===== src/rtl/com_frame_tx.sv =====
// com_frame_tx -- byte-serial frame transmitter.
//
// Sends one frame per start request. Each frame is a preamble, an SOF byte,
// a type byte, a 16-bit big-endian length, the payload read from a RAM with
// one cycle of read latency, and an optional 8-bit checksum byte.
//
// Compile-time option:
//   COM_TX_CSUM_EN  defined   -> CSUM byte (mod-256 sum of HEAD, LENH, LENL
//                                and payload) follows the last payload byte.
//                   undefined -> frame ends after the payload (or LENL).
//
// Ports:
//   clk            sole clock, rising edge
//   rst            synchronous active-high reset
//   fs             frame start request (level)
//   fd             frame done (level, high in DONE only)
//   btype          frame type, sampled at start
//   tx_dlen        payload byte count, sampled at start
//   ram_addr_init  first payload address, sampled at start
//   ram_rxa        RAM read address
//   ram_rxd        RAM read data, valid one cycle after ram_rxa
//   com_txd        transmit byte
//   com_txv        com_txd valid
//   tx_rdy         downstream accept; transfer when com_txv && tx_rdy
//
// State  | meaning
// -------+---------------------------------------------------------------
// IDLE   | waiting for fs; com_txv low
// PRE    | sending PRE_N preamble bytes (8'h55)
// SOF    | sending start-of-frame byte (8'hD5)
// HEAD   | sending zero-extended btype
// LENH   | sending length[15:8]; first payload prefetch issued on exit
// LENL   | sending length[7:0]
// DATA   | sending payload bytes
// CSUM   | sending checksum byte (only with COM_TX_CSUM_EN)
// DONE   | fd high, com_txv low; back to IDLE once fs is low

module com_frame_tx #(
  parameter int ADDR_W  = 12,
  parameter int LEN_W   = 12,
  parameter int BTYPE_W = 4,
  parameter int PRE_N   = 2
) (
  input  logic               clk,
  input  logic               rst,
  input  logic               fs,
  output logic               fd,
  input  logic [BTYPE_W-1:0] btype,
  input  logic [LEN_W-1:0]   tx_dlen,
  input  logic [ADDR_W-1:0]  ram_addr_init,
  output logic [ADDR_W-1:0]  ram_rxa,
  input  logic [7:0]         ram_rxd,
  output logic [7:0]         com_txd,
  output logic               com_txv,
  input  logic               tx_rdy
);

  localparam int PRE_CW = (PRE_N > 1) ? $clog2(PRE_N) : 1;

  typedef enum logic [3:0] {
    S_IDLE, S_PRE, S_SOF, S_HEAD, S_LENH, S_LENL, S_DATA, S_CSUM, S_DONE
  } state_t;

  state_t             r_state;
  logic [BTYPE_W-1:0] r_btype;
  logic [LEN_W-1:0]   r_len;
  logic [LEN_W-1:0]   r_cnt;      // payload bytes left after the one on com_txd
  logic [LEN_W-1:0]   r_iss_rem;  // RAM addresses not yet issued
  logic [ADDR_W-1:0]  r_addr0;
  logic [ADDR_W-1:0]  r_rxa;
  logic [PRE_CW-1:0]  r_pre_cnt;
  logic [7:0]         r_txd;
  logic [7:0]         r_skid;
  logic               r_txv;
  logic               r_fd;
  // r_fresh: ram_rxd currently carries the next payload byte. When a stall
  // starts, that byte is parked in r_skid because ram_rxa has already moved
  // one address further on and ram_rxd will follow it.
  logic               r_fresh;
`ifdef COM_TX_CSUM_EN
  logic [7:0]         r_csum;
`endif

  logic               w_xfer;
  logic               w_more;
  logic [7:0]         w_pay;
  logic [7:0]         w_btype8;
  logic [15:0]        w_len16;

  assign w_xfer   = r_txv & tx_rdy;
  assign w_pay    = r_fresh ? ram_rxd : r_skid;
  assign w_btype8 = 8'(r_btype);
  assign w_len16  = 16'(r_len);
  assign w_more   = (r_state == S_LENL) ? (r_len != '0) : (r_cnt != '0);

  assign fd      = r_fd;
  assign com_txd = r_txd;
  assign com_txv = r_txv;
  assign ram_rxa = r_rxa;

  always_ff @(posedge clk) begin
    if (rst) begin
      r_state   <= S_IDLE;
      r_btype   <= '0;
      r_len     <= '0;
      r_cnt     <= '0;
      r_iss_rem <= '0;
      r_addr0   <= '0;
      r_rxa     <= '0;
      r_pre_cnt <= '0;
      r_txd     <= 8'h00;
      r_skid    <= 8'h00;
      r_txv     <= 1'b0;
      r_fd      <= 1'b0;
      r_fresh   <= 1'b0;
    end else begin
      case (r_state)
        S_IDLE: begin
          if (fs) begin
            r_btype   <= btype;
            r_len     <= tx_dlen;
            r_addr0   <= ram_addr_init;
            r_rxa     <= ram_addr_init;
            r_iss_rem <= (tx_dlen == '0) ? '0 : tx_dlen - LEN_W'(1);
            r_pre_cnt <= PRE_CW'(PRE_N - 1);
            r_fresh   <= 1'b0;
            r_txd     <= 8'h55;
            r_txv     <= 1'b1;
            r_state   <= S_PRE;
          end
        end

        S_PRE: begin
          if (w_xfer) begin
            if (r_pre_cnt == '0) begin
              r_txd   <= 8'hD5;
              r_state <= S_SOF;
            end else begin
              r_pre_cnt <= r_pre_cnt - PRE_CW'(1);
            end
          end
        end

        S_SOF: begin
          if (w_xfer) begin
            r_txd   <= w_btype8;
            r_state <= S_HEAD;
          end
        end

        S_HEAD: begin
          if (w_xfer) begin
            r_txd   <= w_len16[15:8];
            r_state <= S_LENH;
          end
        end

        // Moving ram_rxa one ahead here lets DATA run at one byte per cycle
        // despite the RAM's read latency.
        S_LENH: begin
          if (w_xfer) begin
            r_txd   <= w_len16[7:0];
            r_fresh <= 1'b1;
            if (r_iss_rem != '0) begin
              r_rxa     <= r_rxa + ADDR_W'(1);
              r_iss_rem <= r_iss_rem - LEN_W'(1);
            end
            r_state <= S_LENL;
          end
        end

        S_LENL, S_DATA: begin
          if (w_xfer) begin
            r_fresh <= 1'b1;
            if (w_more) begin
              r_txd <= w_pay;
              r_cnt <= (r_state == S_LENL) ? r_len - LEN_W'(1) : r_cnt - LEN_W'(1);
              if (r_iss_rem != '0) begin
                r_rxa     <= r_rxa + ADDR_W'(1);
                r_iss_rem <= r_iss_rem - LEN_W'(1);
              end
              r_state <= S_DATA;
            end else begin
              r_rxa <= r_addr0;
`ifdef COM_TX_CSUM_EN
              // r_csum does not yet include the byte now leaving.
              r_txd   <= r_csum + r_txd;
              r_state <= S_CSUM;
`else
              r_txv   <= 1'b0;
              r_fd    <= 1'b1;
              r_state <= S_DONE;
`endif
            end
          end else if (r_fresh) begin
            r_skid  <= ram_rxd;
            r_fresh <= 1'b0;
          end
        end

        S_CSUM: begin
          if (w_xfer) begin
            r_txv   <= 1'b0;
            r_fd    <= 1'b1;
            r_state <= S_DONE;
          end
        end

        S_DONE: begin
          if (!fs) begin
            r_fd    <= 1'b0;
            r_state <= S_IDLE;
          end
        end

        default: r_state <= S_IDLE;
      endcase
    end
  end

`ifdef COM_TX_CSUM_EN
  always_ff @(posedge clk) begin
    if (rst) begin
      r_csum <= 8'h00;
    end else if (r_state == S_IDLE && fs) begin
      r_csum <= 8'h00;
    end else if (w_xfer && (r_state == S_HEAD || r_state == S_LENH ||
                            r_state == S_LENL || r_state == S_DATA)) begin
      r_csum <= r_csum + r_txd;
    end
  end
`endif

endmodule


===== config.mk =====
export PLATFORM = sky130hd
export DESIGN_NAME = com_frame_tx
export DESIGN_NICKNAME = d
export VERILOG_FILES = /design/src/rtl/com_frame_tx.sv
export SDC_FILE = /design/constraint.sdc
export NUM_CORES = 1
export LEC_CHECK = 0
export BUFFER_PORTS_ARGS = -buffer_cell sky130_fd_sc_hd__buf_4
export CORE_ASPECT_RATIO = 1.5
export CORE_UTILIZATION = 56
export CTS_BUF_LIST = sky130_fd_sc_hd__clkbuf_8
export DETAILED_ROUTE_END_ITERATION = 7
export GPL_ROUTABILITY_DRIVEN = 0
export PLACE_DENSITY = 0.87
export SYNTH_ARGS = -nofsm -noshare
export SYNTH_HDL_FRONTEND = slang
export SYNTH_SLANG_ARGS = --single-unit

===== constraint.sdc =====
create_clock -name clk -period 5.4 [get_ports clk]
set_clock_uncertainty 0.2 [all_clocks]
set_input_delay 1.08 -clock clk [delete_from_list [all_inputs] [get_ports clk]]
set_output_delay 1.08 -clock clk [all_outputs]
set_load 0.03 [all_outputs]

==> metrics.md, run 1 <==
| Metric | Value |
|---|---|
| Req. time, crit path | `5.50 ns` |
| Class of the worst hold path | `flop to flop` |
| Residual DRC | `0` |
| Initial drt markers | `777` |
| Area growth syn-to-layout | `12.0%` |
| Tot Pwr | `0.00251 W` |
| Die height | `121 um` |
| Period utilization | `0.668` |
| Max FO, Critical Path | `27` |
| Pre-CTS WS | `1.82 ns` |
| I/O Pins | `62` |
| Final Util | `0.644` |
| Maximum root-to-sink buffer count | `2` |
| Post-CTS Resized | `0` |
| M1 WL | `5.80 mm` |
| Clock Tree Root | `clkbuf_8` |
| CTS tree | `done` |
| Fillers | `792` |
| Slew Limit Fails | `0` |
| Proportion of layout cells with a drive suffix above 1 | `0.131` |
| Fin. Hold Viols | `0` |
| Final Critical Period | `3.60 ns` |
| DR vias/cell | `6.75` |
| Synth warnings | `0` |
| Rows | `43` |
| Antenna violations before repair | `0` |
| Wire per inst | `17.7 um` |
| VDD IR-drop max | `333 uV` |
| Final setup viols | `0` |
| Met2 routed WL | `7.63 mm` |
| Clock Pin Slew Worst Setup and Hold Paths | `0.09 ns` |
| Post-route antenna net violation count | `0` |
| Clock Sinks | `88` |
| Library cells used by synthesis | `68` |
| Sequential share of the synthesized area | `0.331` |
| Fin nets | `797` |
| Power density over cell area | `422 nW/um2` |
| CP arrival | `3.70 ns` |
| Relative slew margins | `0.242` |
| Top layer in use | `met4` |
| Final setup TNS | `0 ns` |
| Gr usage total | `0.325` |
| HPWL after detailed placement | `10.5 mm` |
| Antenna cells | `0` |
| Post-CTS setup buffers | `0` |
| RSZ-0062 raised after global routing | `false` |
| PortBufs | `61` |
| Post-CTS Hold Buffers | `0` |
| First-pass DRT Iterations | `6` |
| Die area | `9900 um2` |
| Drt total wl | `15.3 mm` |
| Synth Area per Inst | `7.32 um2` |
| EDFF count, synth | `0` |
| CTS Buf Count | `9` |
| Vias | `5856` |
| Register bit total from synthesis | `88` |
| Number of max-cap violations | `0` |
| Mapped cell area | `5320 um2` |
| Area of the core | `9250 um2` |
| Setup ws final | `1.80 ns` |
| Number of global-route vias before repair | `5534` |
| Initial Util | `0.575` |
| Status | `finished, final reports clean` |
| First-pass GRT wire length | `25.2 mm` |
| CP Class | `flop to flop` |
| Cells after Synth | `727` |
| Worst-margin pin slew | `1.14 ns` |
| Grt ovf | `0` |
| Share of async-settable or async-resettable flops after synthesis | `0` |
| Primary FF master, synth | `dfxtp_1` |
| Flop2flop setup slack | `1.80 ns` |
| Setup crit end kind | `flop` |
| H-tree Lvls | `3` |
| Startpoint class of the critical path | `flop` |
| Chip Width | `81.6 um` |
| Max Fclk | `277 MHz` |
| DR WL met3 | `1.27 mm` |
| Later-pin clock latency in the skew report | `0.37 ns` |
| Largest net degree at the start of global routing | `92` |
| Net Count, Synth | `772` |
| LEAKAGE | `2.15 nW` |
==> cell usage in the layout, fill, tap and decap left out, drive strengths merged, types with 6 or more instances in the layout <==
| cell type | instances |
|---|---|
| nand2 | 138 |
| a21oi | 90 |
| dfxtp | 88 |
| buf | 65 |
| nor2 | 53 |
| o21ai | 46 |
| nand3 | 21 |
| a211oi | 19 |
| nor4 | 18 |
| nor3 | 18 |
| xor2 | 13 |
| mux2i | 12 |
| a221oi | 12 |
| o22ai | 11 |
| inv | 10 |
| clkbuf | 10 |
| xnor2 | 8 |
| a311oi | 7 |
| nor2b | 7 |
| nand2b | 7 |
| o31ai | 6 |
| o32ai | 6 |
| and3 | 6 |
| nand4b | 6 |
| or3 | 6 |
==> flip-flops by register name, summed over array words and instances, names as in the netlist <==
name and count:
r_skid 8, r_cnt 12, r_iss_rem 12, r_addr0 12, ram_rxa 12, com_txd 8
fd 1, r_pre_cnt 1, r_len 12, r_btype 4, r_state 4, com_txv 1
r_fresh 1
==> critical path: stages (launching register included) <==
cell and delay [ns]:
dfxtp_1 0.87, and4bb_2 0.66, mux2i_1 0.29, ha_1 0.34, inv_1 0.13, or3_1 0.34, or2_2 0.28, a21oi_1 0.12
o21ai_0 0.12, a21oi_1 0.17
==> synth_stat cells (2+ instances only) <==
library cell / count / area [um2]
a211o_1: 2 / 17.5
a211oi_1: 18 / 135
a21oi_1: 88 / 440
a221oi_1: 11 / 96.3
a22oi_1: 2 / 15.0
a311oi_1: 7 / 61.3
a31oi_1: 5 / 31.3
a32oi_1: 2 / 17.5
and2_1: 4 / 25.0
and3_1: 6 / 37.5
buf_1: 2 / 7.51
buf_2: 3 / 15.0
clkbuf_1: 45 / 169
dfxtp_1: 88 / 1760
ha_1: 5 / 62.6
inv_1: 10 / 37.5
mux2i_1: 12 / 120
nand2_1: 138 / 518
nand2b_1: 7 / 43.8
nand3_1: 21 / 105
nand3b_1: 5 / 37.5
nand4_1: 5 / 31.3
nand4b_1: 6 / 52.6
nor2_1: 53 / 199
nor2b_1: 7 / 43.8
nor3_1: 17 / 85.1
nor3b_1: 5 / 37.5
nor4_1: 18 / 113
nor4b_1: 2 / 17.5
o21ai_0: 45 / 225
o21bai_1: 2 / 15.0
o22ai_1: 11 / 68.8
o31ai_1: 6 / 45.0
o32ai_1: 6 / 52.6
or2_2: 4 / 25.0
or3_1: 5 / 31.3
or4_1: 3 / 22.5
or4_4: 2 / 22.5
xnor2_1: 8 / 70.1
xor2_1: 13 / 114
==> cell type report <==
class / count / area, um2 / area share
Multi-Input combinational cell: 578 / 3330 / 0.558
Clock buffer: 10 / 138 / 0.0231
Clock inverter: 4 / 70.1 / 0.0118
Inverter: 10 / 37.5 / 0.00630
Tap cell: 112 / 140 / 0.0235
Timing Repair Buffer: 65 / 488 / 0.0819
Sequential cell: 88 / 1760 / 0.296
==> layer usage <==
layer,global-route usage,vias up
met4,0.190,0
li1,-,2704
met2,0.540,375
met3,0.0617,82
met5,0,-
met1,0.380,2695
==> logic make-up (layout without fill, tap and decap cells) <==
logic type / Yosys count / after routing / synth area share
xor gates and xnor gates: 21 / 21 / 0.0346
AOI/OAI and AO/OA: 224 / 224 / 0.266
DFF: 88 / 88 / 0.331
muxes: 13 / 13 / 0.0247
and+or+nand+nor: 315 / 315 / 0.287
adders and majority gates: 5 / 5 / 0.0118
buffers and inverters: 61 / 89 / 0.0451
==> power by group <==
group / internal, W / switching [W] / leakage, nW / total (W)
sequential: 0.000773 / 0.000189 / 0.720 / 0.000962
clock: 0.000267 / 0.000235 / 0.108 / 0.000502
combinational: 0.000394 / 0.000656 / 1.32 / 0.00105
total: 0.00143 / 0.00108 / 2.15 / 0.00251
==> metrics by stage <==
stage | std cells | hold WS [ns] | instance area [um2]
3_3_place_gp | 853 | 0.241 | 5750
3_5_place_dp | 853 | 0.251 | 5750
2_1_floorplan | 727 | 0.236 | 5320
5_1_grt | 867 | 0.284 | 5960
4_1_cts | 867 | 0.263 | 5960
6_report | 867 | 0.260 | 5960
==> worst paths after layout <==
path,from,to,cells past startpoint
max,r_state[2],r_cnt[4],9
min,r_addr0[11],r_addr0[11],2
max reg2reg,r_state[2],r_cnt[4],9
min reg2reg,r_addr0[11],r_addr0[11],2
(Power assumes the default switching activity.)
==> run 2: changes to the inputs <==
- CORE_UTILIZATION: 56 -> 55
- PLACE_DENSITY: 0.87 -> 0.89
- clock period: 5.4 -> 3.03 ns (I/O delays scaled with it)
==> run 2 against run 1 <==
Against the previous run: total power rose by 82%; count of clock-buffer cells in the layout increased by 1; critical path depth shrank 2; setup slack worse by 1.6 ns; largest cell class unchanged; highest routed layer unchanged.
==> metrics.md, run 2 (synthesis results as in run 1) <==
| Metric | Value |
|---|---|
| Status | `finished, final reports clean` |
| First-pass DRT Iterations | `7 (+1)` |
| Area growth syn-to-layout | `16.5%` |
| Residual DRC | `0 (unchanged)` |
| CP Depth | `7 (-2)` |
| Final setup TNS | `0 ns (unchanged)` |
| HPWL after detailed placement | `11.4 mm (+9.1%)` |
| H-tree Lvls | `3 (unchanged)` |
| Startpoint class of the critical path | `flop` |
| Critical path, cell by cell | `or4_4, or4_4, nor3_4, o32ai_1, buf_4, a221oi_1, a211oi_1` |
| Rows | `43 (unchanged)` |
| Req. time, crit path | `3.05 ns (-2.45 ns)` |
| Die height | `122 um (+0.89%)` |
| Antenna cells | `0 (unchanged)` |
| Wire per inst | `17.7 um (+0.18%)` |
| Fillers | `783 (-1.1%)` |
| Setup crit end kind | `flop` |
| Max Fclk | `351 MHz (+27%)` |
| First-pass GRT wire length | `25.9 mm (+3.0%)` |
| Clock Sinks | `88 (unchanged)` |
| Top Family by Delay on Critical Path | `simple AND/OR/NAND/NOR gates` |
| Post-CTS setup buffers | `0 (unchanged)` |
| Setup ws final | `0.182 ns (-1.61 ns)` |
| Post-CTS Resized | `0 (unchanged)` |
| Initial Util | `0.572 (-0.00332)` |
| Most frequent cells in the layout | `138 x nand2_1, 97 x buf_4, 88 x dfxtp_1, 87 x a21oi_1, 52 x nor2_1` |
| Period utilization | `0.940 (+0.273)` |
| M3 GR Usage | `0.0625 (+0.000799)` |
| LEAKAGE | `2.31 nW (+7.4%)` |
| CP peak stage delay | `0.52 ns (-0.35 ns)` |
| Non-Filler Instances | `901 (+3.9%)` |
| Drt total wl | `16.0 mm (+4.1%)` |
| Class of the worst hold path | `flop to flop` |
| Worst R2R Path Depth | `7 (-2)` |
| Max FO, Critical Path | `14 (-48%)` |
| Antenna violations before repair | `0 (unchanged)` |
| Slew Limit Fails | `0 (unchanged)` |
| VDD IR-drop max | `568 uV (+70%)` |
| Worst Path Buf+Inv | `1 (unchanged)` |
| Dpl cells | `885 (+3.8%)` |
| Reg area | `1760 um2 (unchanged)` |
| CTS Buf Count | `9 (unchanged)` |
| Power density over cell area | `736 nW/um2 (+75%)` |
| Largest net degree at the start of global routing | `92 (unchanged)` |
| Final design instance area without fill | `6200 um2 (+4.0%)` |
| PortBufs | `61 (unchanged)` |
| Fin. Hold Viols | `0 (unchanged)` |
| Number of max-cap violations | `0 (unchanged)` |
| Final setup viols | `0 (unchanged)` |
| Placed cell areas | `5990 um2 (+4.2%)` |
| Post-CTS Hold Buffers | `0 (unchanged)` |
| GR Util met1 | `0.359 (-0.0203)` |
| CTS tree | `done` |
| DR vias/cell | `6.57 (-2.7%)` |
| CP Class | `flop to flop` |
| Worst-margin pin slew | `0.937 ns (-0.201 ns)` |
| Footprint of the multi-input gates | `3330 um2 (unchanged)` |
| Grt ovf | `0 (unchanged)` |
| Busiest grt layer | `met2` |
| Clock Pin Slew Worst Setup and Hold Paths | `0.09 ns (about the same)` |
| Later-pin clock latency in the skew report | `0.37 ns (about the same)` |
| I/O Pins | `62 (unchanged)` |
| RSZ-0062 raised after global routing | `false` |
| Post-route antenna net violation count | `0 (unchanged)` |
| WHS Path Cells | `2 (unchanged)` |
| Vias | `5922 (+1.1%)` |
| Chip Width | `82.3 um (+0.88%)` |
| Gr usage total | `0.334 (+0.00857)` |
| Final Critical Period | `2.85 ns (-0.756 ns)` |
| Relative slew margins | `0.376 (+0.134)` |
| Die area | `10100 um2 (+1.8%)` |
| Maximum root-to-sink buffer count | `2 (unchanged)` |
| M2 GR Usage | `0.579 (+0.0384)` |
| Proportion of layout cells with a drive suffix above 1 | `0.167 (+0.0362)` |
| Worst path slowest cell | `or4_4` |
| Pre-CTS WS | `0.115 ns (-1.71 ns)` |
| Commonest non-fill, non-tap cell in the layout | `nand2_1` |
| Clock Tree Root | `clkbuf_8` |
| CP arrival | `2.87 ns (-0.83 ns)` |
| Number of global-route vias before repair | `5601 (+1.2%)` |
| Most frequent CP cell | `or4_4` |
| Final hold slack | `0.266 ns (+0.00613 ns)` |
| Area of the core | `9310 um2 (+0.58%)` |
| Fin nets | `829 (+4.0%)` |
| Initial drt markers | `777 (unchanged)` |
run 2: cell type report:
| class | count | area share |
|---|---|---|
| clock buffer | 11 | 0.0244 |
| tap | 112 | 0.0226 |
| sequential | 88 | 0.284 |
| timing repair buffer | 97 | 0.117 |
| clock inverter | 5 | 0.00888 |
| inverter | 10 | 0.00605 |
| multi-input combinational | 578 | 0.536 |
run 2: power by group:
group          total, W  switching [W]  internal (W)
Combinational   0.00212        0.00133      0.000790
Clock          0.000856       0.000431      0.000425
Sequential      0.00158       0.000207       0.00138
run 2: worst paths after layout:
path | start | to | slack, ns
worst min register to register | r_btype[0] | r_btype[0] | 0.27
worst max register to register | r_len[7] | ram_rxa[2] | 0.18
worst max-delay path | r_len[7] | ram_rxa[2] | 0.18
worst min-delay path | r_btype[0] | r_btype[0] | 0.27
run 2: routing by layer:
metal  part of all wire  vias to the layer above
li1                   -                     2770
met1               0.36                     2756
met2               0.51                      323
met3              0.077                       73
met4              0.053                        0
met5                  0                        -
run 2: stage by stage:
step	power, W	utilization
after floorplan	0.00302	-
after global placement	0.00358	0.644
after detailed placement	0.00368	0.644
after CTS	0.00452	0.666
after global routing	0.00481	0.666
final	0.00457	0.666
run 2: worst reg2reg max path: cells and delay by family, from the launching register on:
kind / cells / cell delay [ns]
and+or+nand+nor: 3 / 1.35
AOI/OAI and AO/OA: 3 / 0.55
DFF: 1 / 0.38
buffers and inverters: 1 / 0.22
